--- config.mk ---
export PLATFORM = sky130hd
export DESIGN_NAME = mem_initiator_flat
export DESIGN_NICKNAME = d
export VERILOG_FILES = /design/src/rtl/mem_initiator_if.sv /design/src/rtl/mem_initiator.sv /design/src/flat_wrapper.sv
export SDC_FILE = /design/constraint.sdc
export NUM_CORES = 1
export LEC_CHECK = 0
export CORE_ASPECT_RATIO = 0.5
export CORE_UTILIZATION = 37
export CTS_CLUSTER_DIAMETER = 150
export DETAILED_ROUTE_END_ITERATION = 16
export PLACE_DENSITY = 0.86
export SKIP_CTS_REPAIR_TIMING = 1
export SLEW_MARGIN = 5
export SYNTH_ARGS = -nofsm -noshare
export SYNTH_HDL_FRONTEND = slang
export SYNTH_SLANG_ARGS = --single-unit
export TNS_END_PERCENT = 1
--- constraint.sdc ---
create_clock -name clk -period 2.9 [get_ports clk]
set_input_delay 0.29 -clock clk [delete_from_list [all_inputs] [get_ports clk]]
set_output_delay 0.29 -clock clk [all_outputs]
set_load 0.02 [all_outputs]
--- src/rtl/mem_initiator_if.sv ---
// Memory-side bus of the KV10 memory port: registered strobes/address/data out,
// read data and per-direction acknowledges back from memory.
interface mem_initiator_if #(
  parameter int PADDRSIZE = 22
) ();
  logic [PADDRSIZE-1:0] mem_addr;
  logic [35:0]          mem_write_data;
  logic                 mem_read;
  logic                 mem_write;
  logic [35:0]          mem_read_data;
  logic                 read_ack;
  logic                 write_ack;

  modport master (
    output mem_addr, mem_write_data, mem_read, mem_write,
    input  mem_read_data, read_ack, write_ack
  );

  modport slave (
    input  mem_addr, mem_write_data, mem_read, mem_write,
    output mem_read_data, read_ack, write_ack
  );
endinterface

--- src/rtl/mem_initiator.sv ---
// Requester end of the KV10 memory port: turns single-cycle CPU read/write/RMW
// commands into held memory strobes, returns data, and aborts with NXM on timeout.
module mem_initiator #(
  parameter int PADDRSIZE = 22,
  parameter bit ACK_EARLY = 1'b0,
  parameter int TIMEOUT   = 64
) (
  input  logic                 clk,
  input  logic                 reset,
  input  logic                 cpu_read,
  input  logic                 cpu_write,
  input  logic                 cpu_rmw,
  input  logic [PADDRSIZE-1:0] cpu_addr,
  input  logic [35:0]          cpu_wdata,
  output logic [35:0]          cpu_rdata,
  output logic                 cpu_done,
  output logic                 cpu_nxm,
  output logic                 busy,
  mem_initiator_if.master      mem
);

  localparam int CW = $clog2(TIMEOUT);
  localparam logic [CW-1:0] LAST_WAIT = CW'(TIMEOUT - 1);

  typedef enum logic [2:0] {IDLE, RD_WAIT, RD_CAP, WR_WAIT, RMW_HOLD} state_t;

  state_t               state, state_n;
  logic [PADDRSIZE-1:0] addr_q, addr_n;
  logic [35:0]          wdata_q, wdata_n;
  logic [35:0]          rdata_q, rdata_n;
  logic                 rd_q, rd_n;
  logic                 wr_q, wr_n;
  logic                 done_q, done_n;
  logic                 nxm_q, nxm_n;
  logic                 rmw_q, rmw_n;
  logic [CW-1:0]        cnt_q, cnt_n;
  logic                 capture;

  always_ff @(posedge clk or posedge reset) begin
    if (reset) begin
      state   <= IDLE;
      addr_q  <= '0;
      wdata_q <= '0;
      rdata_q <= '0;
      rd_q    <= 1'b0;
      wr_q    <= 1'b0;
      done_q  <= 1'b0;
      nxm_q   <= 1'b0;
      rmw_q   <= 1'b0;
      cnt_q   <= '0;
    end else begin
      state   <= state_n;
      addr_q  <= addr_n;
      wdata_q <= wdata_n;
      rdata_q <= rdata_n;
      rd_q    <= rd_n;
      wr_q    <= wr_n;
      done_q  <= done_n;
      nxm_q   <= nxm_n;
      rmw_q   <= rmw_n;
      cnt_q   <= cnt_n;
    end
  end

  // An ack is checked before the timeout, so an ack in the last wait cycle wins.
  always_comb begin
    state_n = state;
    addr_n  = addr_q;
    wdata_n = wdata_q;
    rdata_n = rdata_q;
    rd_n    = rd_q;
    wr_n    = wr_q;
    done_n  = 1'b0;
    nxm_n   = 1'b0;
    rmw_n   = rmw_q;
    cnt_n   = cnt_q;
    capture = 1'b0;

    case (state)
      IDLE: begin
        if (cpu_rmw || cpu_read) begin
          addr_n  = cpu_addr;
          rd_n    = 1'b1;
          rmw_n   = cpu_rmw;
          cnt_n   = '0;
          state_n = RD_WAIT;
        end else if (cpu_write) begin
          addr_n  = cpu_addr;
          wdata_n = cpu_wdata;
          wr_n    = 1'b1;
          cnt_n   = '0;
          state_n = WR_WAIT;
        end
      end
      RD_WAIT: begin
        if (mem.read_ack) begin
          if (ACK_EARLY) state_n = RD_CAP;
          else capture = 1'b1;
        end else if (cnt_q == LAST_WAIT) begin
          rd_n    = 1'b0;
          nxm_n   = 1'b1;
          rmw_n   = 1'b0;
          state_n = IDLE;
        end else begin
          cnt_n = cnt_q + CW'(1);
        end
      end
      RD_CAP: capture = 1'b1;
      RMW_HOLD: begin
        // The address latched by the read phase is reused for the write-back.
        if (cpu_write) begin
          wdata_n = cpu_wdata;
          wr_n    = 1'b1;
          cnt_n   = '0;
          state_n = WR_WAIT;
        end
      end
      WR_WAIT: begin
        if (mem.write_ack) begin
          wr_n    = 1'b0;
          done_n  = 1'b1;
          state_n = IDLE;
        end else if (cnt_q == LAST_WAIT) begin
          wr_n    = 1'b0;
          nxm_n   = 1'b1;
          state_n = IDLE;
        end else begin
          cnt_n = cnt_q + CW'(1);
        end
      end
      default: state_n = IDLE;
    endcase

    if (capture) begin
      rdata_n = mem.mem_read_data;
      rd_n    = 1'b0;
      done_n  = 1'b1;
      rmw_n   = 1'b0;
      state_n = rmw_q ? RMW_HOLD : IDLE;
    end
  end

  assign mem.mem_addr       = addr_q;
  assign mem.mem_write_data = wdata_q;
  assign mem.mem_read       = rd_q;
  assign mem.mem_write      = wr_q;
  assign cpu_rdata          = rdata_q;
  assign cpu_done           = done_q;
  assign cpu_nxm            = nxm_q;
  assign busy               = (state != IDLE);

endmodule

--- src/flat_wrapper.sv ---
// flat-port wrapper written by rule: the top's interface ports become plain ports
module mem_initiator_flat 
#(
  parameter int PADDRSIZE = 22,
  parameter bit ACK_EARLY = 1'b0,
  parameter int TIMEOUT   = 64
)
  (clk, reset, cpu_read, cpu_write, cpu_rmw, cpu_addr, cpu_wdata, cpu_rdata, cpu_done, cpu_nxm, busy, mem_mem_addr, mem_mem_write_data, mem_mem_read, mem_mem_write, mem_mem_read_data, mem_read_ack, mem_write_ack);
  mem_initiator_if #(.PADDRSIZE(PADDRSIZE)) mem_i ();
  input  logic clk;
  input  logic reset;
  input  logic cpu_read;
  input  logic cpu_write;
  input  logic cpu_rmw;
  input  logic [PADDRSIZE-1:0] cpu_addr;
  input  logic [35:0] cpu_wdata;
  output logic [35:0] cpu_rdata;
  output logic cpu_done;
  output logic cpu_nxm;
  output logic busy;
  output wire logic [$bits(mem_i.mem_addr)-1:0] mem_mem_addr;
  output wire logic [$bits(mem_i.mem_write_data)-1:0] mem_mem_write_data;
  output wire logic [$bits(mem_i.mem_read)-1:0] mem_mem_read;
  output wire logic [$bits(mem_i.mem_write)-1:0] mem_mem_write;
  input wire logic [$bits(mem_i.mem_read_data)-1:0] mem_mem_read_data;
  input wire logic [$bits(mem_i.read_ack)-1:0] mem_read_ack;
  input wire logic [$bits(mem_i.write_ack)-1:0] mem_write_ack;
  assign mem_mem_addr = mem_i.mem_addr;
  assign mem_mem_write_data = mem_i.mem_write_data;
  assign mem_mem_read = mem_i.mem_read;
  assign mem_mem_write = mem_i.mem_write;
  assign mem_i.mem_read_data = mem_mem_read_data;
  assign mem_i.read_ack = mem_read_ack;
  assign mem_i.write_ack = mem_write_ack;
  mem_initiator #(.PADDRSIZE(PADDRSIZE), .ACK_EARLY(ACK_EARLY), .TIMEOUT(TIMEOUT)) u_core (.clk(clk), .reset(reset), .cpu_read(cpu_read), .cpu_write(cpu_write), .cpu_rmw(cpu_rmw), .cpu_addr(cpu_addr), .cpu_wdata(cpu_wdata), .cpu_rdata(cpu_rdata), .cpu_done(cpu_done), .cpu_nxm(cpu_nxm), .busy(busy), .mem(mem_i));
endmodule
==> results list, run 1 <==
- The run finished with clean final reports.
- Die area: ~0.012 mm²
- The total overflow left after global routing is 0.
- Initial Util: between 30% and 40%
* Syn Std Cell Area: approximately 0.0044 mm²
- Switching portion of total power: 35.2%
- Post-place setup slack: 0.732 ns
- Synthesis produced 278 cells.
* Setup Skew: between 0.009 and 0.01 ns
- Worst Path Max Fanout: 11
- The floorplan step set the die height to just under 80 µm.
- The later pin in the worst-skew pair is clocked with a latency of around 0.35 ns.
- Gr usage total: a little under a fifth
- IO Count: 200
* P_int: about 0.0052 W
- Average via count per standard cell: around 4.6
- In the layout the commonest cells are sky130_fd_sc_hd__clkdlybuf4s50_1, sky130_fd_sc_hd__dfrtp_1, sky130_fd_sc_hd__mux2_2.
- Die span in x: ~160 µm
- After synthesis, flip-flops and latches occupy between 60% and 70% of the total area.
- By area the synthesized netlist is led by sky130_fd_sc_hd__dfrtp_1, sky130_fd_sc_hd__mux2_2, sky130_fd_sc_hd__mux2_4, sky130_fd_sc_hd__buf_6, sky130_fd_sc_hd__a21oi_1.
* Clock slew at reported path FFs: around 0.070 ns
* CTS root buf: sky130_fd_sc_hd__clkbuf_16
* FMAX: between 400 and 500 MHz
- Critical path required time: ~2.6 ns
- Summed over all failing endpoints, the final setup total negative slack is 0 ns.
- Per report_power, the clock group accounts for between 10% and 20% of the total.
* Startpoint-to-endpoint class of the critical path: register to output pin
- Crit path capture type: output pin
- Clock Sinks: 108
- Power, Total: between 0.007 and 0.008 W
* Pin count of the biggest net entering global routing: between 60 and 70
- Net count, final: 581
* Most common library cell in the layout ignoring fill and taps: sky130_fd_sc_hd__clkdlybuf4s50_1
- The via count of the first global-routing pass came to about 3100.
- Summed over all layers, the routed wires come to 10900 µm.
- In this run the remaining antenna-violating nets after routing total 0.
* H-tree levels: 3
* Antenna Diode Count: 0
- Data arrives at the worst endpoint at 1.85 ns.
- At the end of routability-driven placement, the weighted congestion stood at approximately 0.75.
* Largest vdd supply drop: 0.000377 V
* Unrepaired setup endpoints after global routing: no
- Final clock period utilization by the worst path: 73.8%
- The number of nets in the synthesized netlist is 380.
* Fillers: approximately 840
- Worst Tran Pin Value: about 0.68 ns
- Vias after detailed routing: roughly 3000
- Fin. Hold Viols: 0
- Routed len/inst: approximately 17 µm
- For this design the total switching power over the nets is ~0.0028 W.
- Worst max-slew margin expressed relative to the limit: 54.7%
* Iter 0 DRT Violations: between 150 and 200
- Number of buffer cells added on primary ports: 199
- Share of power burned in combinational logic: between 50% and 60%
- Measured on the finished design, the core utilization comes to 60.3%.
- Number of CTS-inserted buffers: 9
- TritonCTS built the clock tree.
- The tightest min-delay check is of the input port to async pin type.
- The final count of pins violating max slew is 0.
- DP Wirelength: about 8000 µm
- The core region is 0.0112 mm².
- The first detailed-routing pass ran for 4 iterations.
* Worst-case clock buffer depth: 2
- Setup violations remaining at the end of the flow were counted as 0.
- The smallest clock period supported by the final layout is computed as between 2 and 2.5 ns.
- #FFs+latches synth: between 100 and 150
* Fraction of final layout cells sized beyond drive strength 1: ~25%
* Power per unit of standard cell area: around 1200 mW/mm²
* Element type at the critical path start: register
* Synthesis-to-layout area growth: 55.5%
- Remaining design rule violation count: 0
* Max-capacitance violation count: 0
- Summing all non-filler instances in the final layout gives an area of ~0.0068 mm².
* Seq pwr share: approximately 33%
- Setup slack after layout: 0.760 ns
- First-pass GRT wire length: ~17000 µm
- Yosys cell types: 36
- For this run, the number of Yosys warnings is 0.
- Top-area cell type share of the netlist area: around three fifths
* Largest area contributor in the synthesized netlist: sky130_fd_sc_hd__dfrtp_1
- Leakage power total: about 2.9 nW
- The initial antenna violation count was 0.
- Once placement finished, the instance area stood at about 0.0065 mm².
- Worst R2R Path Depth: 3
- Averaged over all synthesized cells, the footprint is roughly 16 µm².
- Number of cell rows: 27
layout make-up:
type                       instances  area, µm²  share of cell area (%)
sequential                       108       2700                    39.8
multi-input combinational        153       1520                    22.5
clock buffer                      12        256                    3.78
tap                              159        199                    2.93
timing repair buffer             202       2030                    29.9
clock inverter                     4       55.1                   0.811
inverter                           5       22.5                   0.332
Yosys cell counts, drive strengths merged:
cell type	count
a21oi	10
mux2	94
or2	1
dfrtp	108
o221ai	1
nor2b	2
nand2	9
nand4bb	1
o21ai	7
and3	2
or3b	1
a41oi	1
nand3	4
o21ba	1
a31oi	2
mux2i	1
buf	12
ha	1
nor3	1
nor2	4
nand3b	2
or3	1
o31ai	1
o2bb2ai	1
nor3b	1
a2bb2oi	1
o211ai	1
and2	2
inv	5
power by group through the flow:
stage	logic, W	registers, W	clock network, W
5_1_grt	0.00425	0.00275	0.00137
2_1_floorplan	0.00149	0.00347	0
4_1_cts	0.00409	0.00267	0.00130
6_report	0.00404	0.00266	0.00128
3_3_place_gp	0.00400	0.00264	0
3_5_place_dp	0.00408	0.00268	0
cells by family (layout without fill, tap and decap cells):
logic type	Yosys count	in the layout	synth area share, %
adder cells (fa/ha/maj)	1	1	0.287
multiplexers	95	95	26.0
buffers and inverters	17	223	3.15
flip-flops	108	108	61.9
AO/OA/AOI/OAI	26	26	3.87
AND/OR/NAND/NOR	31	31	4.73
worst max-delay path: stages (launching register included):
cell                              delay (ns)
sky130_fd_sc_hd__dfrtp_1                0.49
sky130_fd_sc_hd__or3_4                  0.45
sky130_fd_sc_hd__clkdlybuf4s50_1        0.56
through the flow:
stage | hold slack, ns | cells
after floorplan | 0.386 | 278
after global placement | 0.471 | 627
after detailed placement | 0.479 | 627
after CTS | 0.313 | 643
after global routing | 0.329 | 643
final | 0.303 | 643
routing by layer:
| metal | GRT usage, % | vias up | wire (µm) |
|---|---|---|---|
| li1 | - | 1384 | - |
| met4 | 7.55 | 0 | 311 |
| met5 | 0 | - | 0 |
| met3 | 4.42 | 25 | 265 |
| met2 | 35.2 | 46 | 6210 |
| met1 | 19.4 | 1488 | 4070 |
final timing paths:
check	to	slack (ns)	start
setup / recovery	busy	0.76	u_core.state[1]
setup reg to reg	u_core.mem.mem_addr[1]	0.86	u_core.state[1]
hold reg to reg	u_core.cpu_rdata[12]	0.49	u_core.cpu_rdata[12]
min in group clk	u_core.cpu_rdata[12]	0.49	u_core.cpu_rdata[12]
hold / removal	u_core.mem.mem_write_data[8]	0.30	reset
max in group asynchronous	u_core.mem.mem_write_data[3]	1.86	reset
state kept, by name, summed over array words and instances, names as in the netlist:
name and flops:
u_core.mem.mem_addr 22, u_core.cpu_rdata 36, u_core.state 3, u_core.rmw_q 1
u_core.mem.mem_write 1, u_core.cpu_done 1, u_core.cnt_q 6, u_core.mem.mem_read 1
u_core.cpu_nxm 1, u_core.mem.mem_write_data 36
(Power assumes the default switching activity.)
==> run 2, diff against run 1 <==
--- a/config.mk
+++ b/config.mk
@@ -6,10 +6,10 @@
 export NUM_CORES = 1
 export LEC_CHECK = 0
 export CORE_ASPECT_RATIO = 0.5
-export CORE_UTILIZATION = 37
+export CORE_UTILIZATION = 41
 export CTS_CLUSTER_DIAMETER = 150
 export DETAILED_ROUTE_END_ITERATION = 16
-export PLACE_DENSITY = 0.86
+export PLACE_DENSITY = 0.89
 export SKIP_CTS_REPAIR_TIMING = 1
 export SLEW_MARGIN = 5
 export SYNTH_ARGS = -nofsm -noshare
==> constraint.sdc (replaced) <==
create_clock -name clk -period 2.2 [get_ports clk]
set_input_delay 0.22 -clock clk [delete_from_list [all_inputs] [get_ports clk]]
set_output_delay 0.22 -clock clk [all_outputs]
set_load 0.02 [all_outputs]
==> results list, run 2 (synthesis results as in run 1) <==
- Status: finished clean
- The height of the die is 75.0 µm (-4.9%).
- Max-capacitance violation count: 0 (unchanged)
- The total I/O pin count came to 200 (unchanged).
- The met3 track demand over resource in global routing is 4.67% (+0.25 points).
- The logic depth of the worst register-to-register path was 4 (+1).
- The number of clock sinks came to 108 (unchanged).
- The final sum of negative setup slack is 0 ns (unchanged).
- Met1 usage: 20.8% (+1.4 points)
- The register-to-register setup slack was 0.34 ns (-0.52 ns).
- FMAX: between 400 and 500 MHz
* Vias in the first global route: 3097 (-0.93%)
- The critical path in this run is classified as register to output pin.
* Worst max-slew margin expressed relative to the limit: 60.0% (+5.3 points)
- CTS root buf: sky130_fd_sc_hd__clkbuf_16
* Final critical path time including I/O delays and setup: between 2 and 2.5 ns
* Number of antenna violations at the first check in global routing: 0 (unchanged)
- The tightest min-delay check is of the input port to async pin type.
- The number of port buffers came to 199 (unchanged).
* Fin. Hold Viols: 0 (unchanged)
* Synthesis-to-layout area growth: 55.2%
* Startpoint of the lowest-slack register-to-register path: u_core.state[1]
* Gr usage total: 19.0% (+0.70 points)
- On the critical path, the stage with the largest delay is an instance of sky130_fd_sc_hd__clkdlybuf4s50_1.
- Grouping stages by cell kind, the critical path spends the most delay in buffers and inverters.
- The met2 track demand over resource in global routing came to 35.7% (+0.49 points).
* Fraction of final layout cells sized beyond drive strength 1: 25.5% (+0.67 points)
- TritonCTS built the clock tree.
- Routed len/inst: 16.9 µm (+0.26%)
- Remaining design rule violation count: 0 (unchanged)
- The number of buffers added by the clock tree synthesis step came to 9 (unchanged).
- The pin slew with the least headroom to its limit is 0.601 ns (-0.0772 ns).
* Pin count of the biggest net entering global routing: 109 (+79%)
- STA classifies the critical path endpoint as an output pin.
- The number of rows in the core area came to 26 (-3.7%).
* Element type at the critical path start: register
- Routability-driven placement congestion ratio: 0.772 (+3.1%)
- Antenna Diode Count: 0 (unchanged)
- The largest buffer count on any clock path was 2 (unchanged).
* Buffers plus inverters on the worst setup path: 1 (unchanged)
* Stage delay of the slowest cell on the critical path: 0.57 ns (about the same)
- In the layout the commonest cells are sky130_fd_sc_hd__clkdlybuf4s50_1, sky130_fd_sc_hd__dfrtp_1, sky130_fd_sc_hd__mux2_2.
* Largest vdd supply drop: 0.000601 V (+59%)
- Most common library cell in the layout ignoring fill and taps: sky130_fd_sc_hd__clkdlybuf4s50_1
- Final setup violation count: 0 (unchanged)
- Number of logic stages on the critical path including buffering: 2 (unchanged)
- The signal on the critical path passes through or3_4, clkdlybuf4s50_1.
- Die area: 0.0111 mm² (-9.6%)
- DP Wirelength: 7680 µm (-5.7%)
* Core Area: 0.0103 mm² (-8.6%)
- Average via count per standard cell: 4.78 (+4.3%)
* Worst Path Max Fanout: 11 (unchanged)
- The most critical setup path has its endpoint at busy.
- Number of nets with antenna violations after routing: 0 (unchanged)
- Final clock period utilization by the worst path: a little over nine tenths
- The worst register-to-register path ends at u_core.mem.mem_addr[0].
- Net count, final: 584 (+0.52%)
- The layer flagged by global routing as most heavily used is met2.
- Die span in x: 148 µm (-4.9%)
- Leakage power total: 2.88 nW (+0.37%)
- Vias after detailed routing: 2994 (+1.7%)
* Setup Skew: 0.0118 ns (+0.00263 ns)
* Clock latency on the worst-skew pair: 0.35 ns (about the same)
* Endpoint arrival time on the critical path: 1.87 ns (+0.02 ns)
- The overall overflow remaining after global route is 0 (unchanged).
- First-pass GRT wire length: 15800 µm (-5.8%)
- Initial Util: 42.5% (+3.7 points)
- Setup repair after global routing left no endpoint under its margin.
- Post-place setup slack: 0.349 ns (-0.383 ns)
* Clock slew at reported path FFs: 0.07 ns (about the same)
- The detailed-route wire length is 10600 µm (-2.2%).
* Critical path required time: 1.98 ns (-0.63 ns)
* Pins over their slew limit: 0 (unchanged)
- First element of the critical path: u_core.state[1]
- The power per unit of standard cell area was 1540 mW/mm² (+31%).
- H-tree levels: 3 (unchanged)
- The length of the first detailed-routing pass in iterations is 4 (unchanged).
- The DRC violation total after the first TritonRoute iteration was 115 (-34%).
- The worst setup margin is 0.111 ns (-0.649 ns).
==> run 2: cell types whose count changed in the layout (fill, tap and decap cells not counted), sizes merged <==
cell	change
clkinv	+5
bufinv	-1
inv	-1
clkbuf	-3
buf	+3
==> run 2: worst min path at each step <==
stage / slack (ns) / cells past startpoint / to
final: 0.35 / 3 / u_core.mem.mem_write_data[14]
after global routing: 0.41 / 3 / u_core.mem.mem_addr[15]
after CTS: 0.41 / 3 / u_core.mem.mem_addr[10]
after detailed placement: 0.48 / 1 / u_core.cpu_rdata[12]
after global placement: 0.47 / 1 / u_core.cpu_rdata[12]
after floorplan: 0.32 / 1 / u_core.state[1]
==> run 2: per-layer routing <==
metal  up-vias  wire (µm)  share of wire [%]
li1       1389          -                  -
met1      1491       4060                 38
met2        87       5800                 55
met3        27        436                4.1
met4         0        315                3.0
met5         -          0                  0
==> run 2: worst min-delay path, cell delays in order <==
cell and delay (ns):
sky130_fd_sc_hd__clkdlybuf4s50_1 0.44, sky130_fd_sc_hd__clkinvlp_4 0.10, sky130_fd_sc_hd__buf_12 0.40
==> run 2: metrics by stage <==
stage	hold slack (ns)	total power (W)	util (%)	cells	instance area [µm²]
floorplan	0.316	0.00654	-	278	4370
global placement	0.470	0.00878	63.2	611	6500
detailed placement	0.481	0.00896	63.2	611	6500
CTS	0.412	0.0105	65.9	627	6780
global route	0.411	0.0110	65.9	627	6780
finish	0.351	0.0104	65.9	627	6780
==> run 2: cell type report <==
type	instances	area, µm²
Clock inverter	7	51.3
Multi-Input combinational cell	153	1520
Tap cell	140	175
Timing Repair Buffer	205	2070
Sequential cell	108	2700
Inverter	5	22.5
Clock buffer	9	225
Fill cell	745	3500
==> run 2: power by group <==
part / total [W] / switching, W / leakage, nW / internal (W)
combinational: 0.00543 / 0.00246 / 1.46 / 0.00297
clock: 0.00151 / 0.000741 / 0.137 / 0.000774
sequential: 0.00347 / 0.000517 / 1.29 / 0.00296
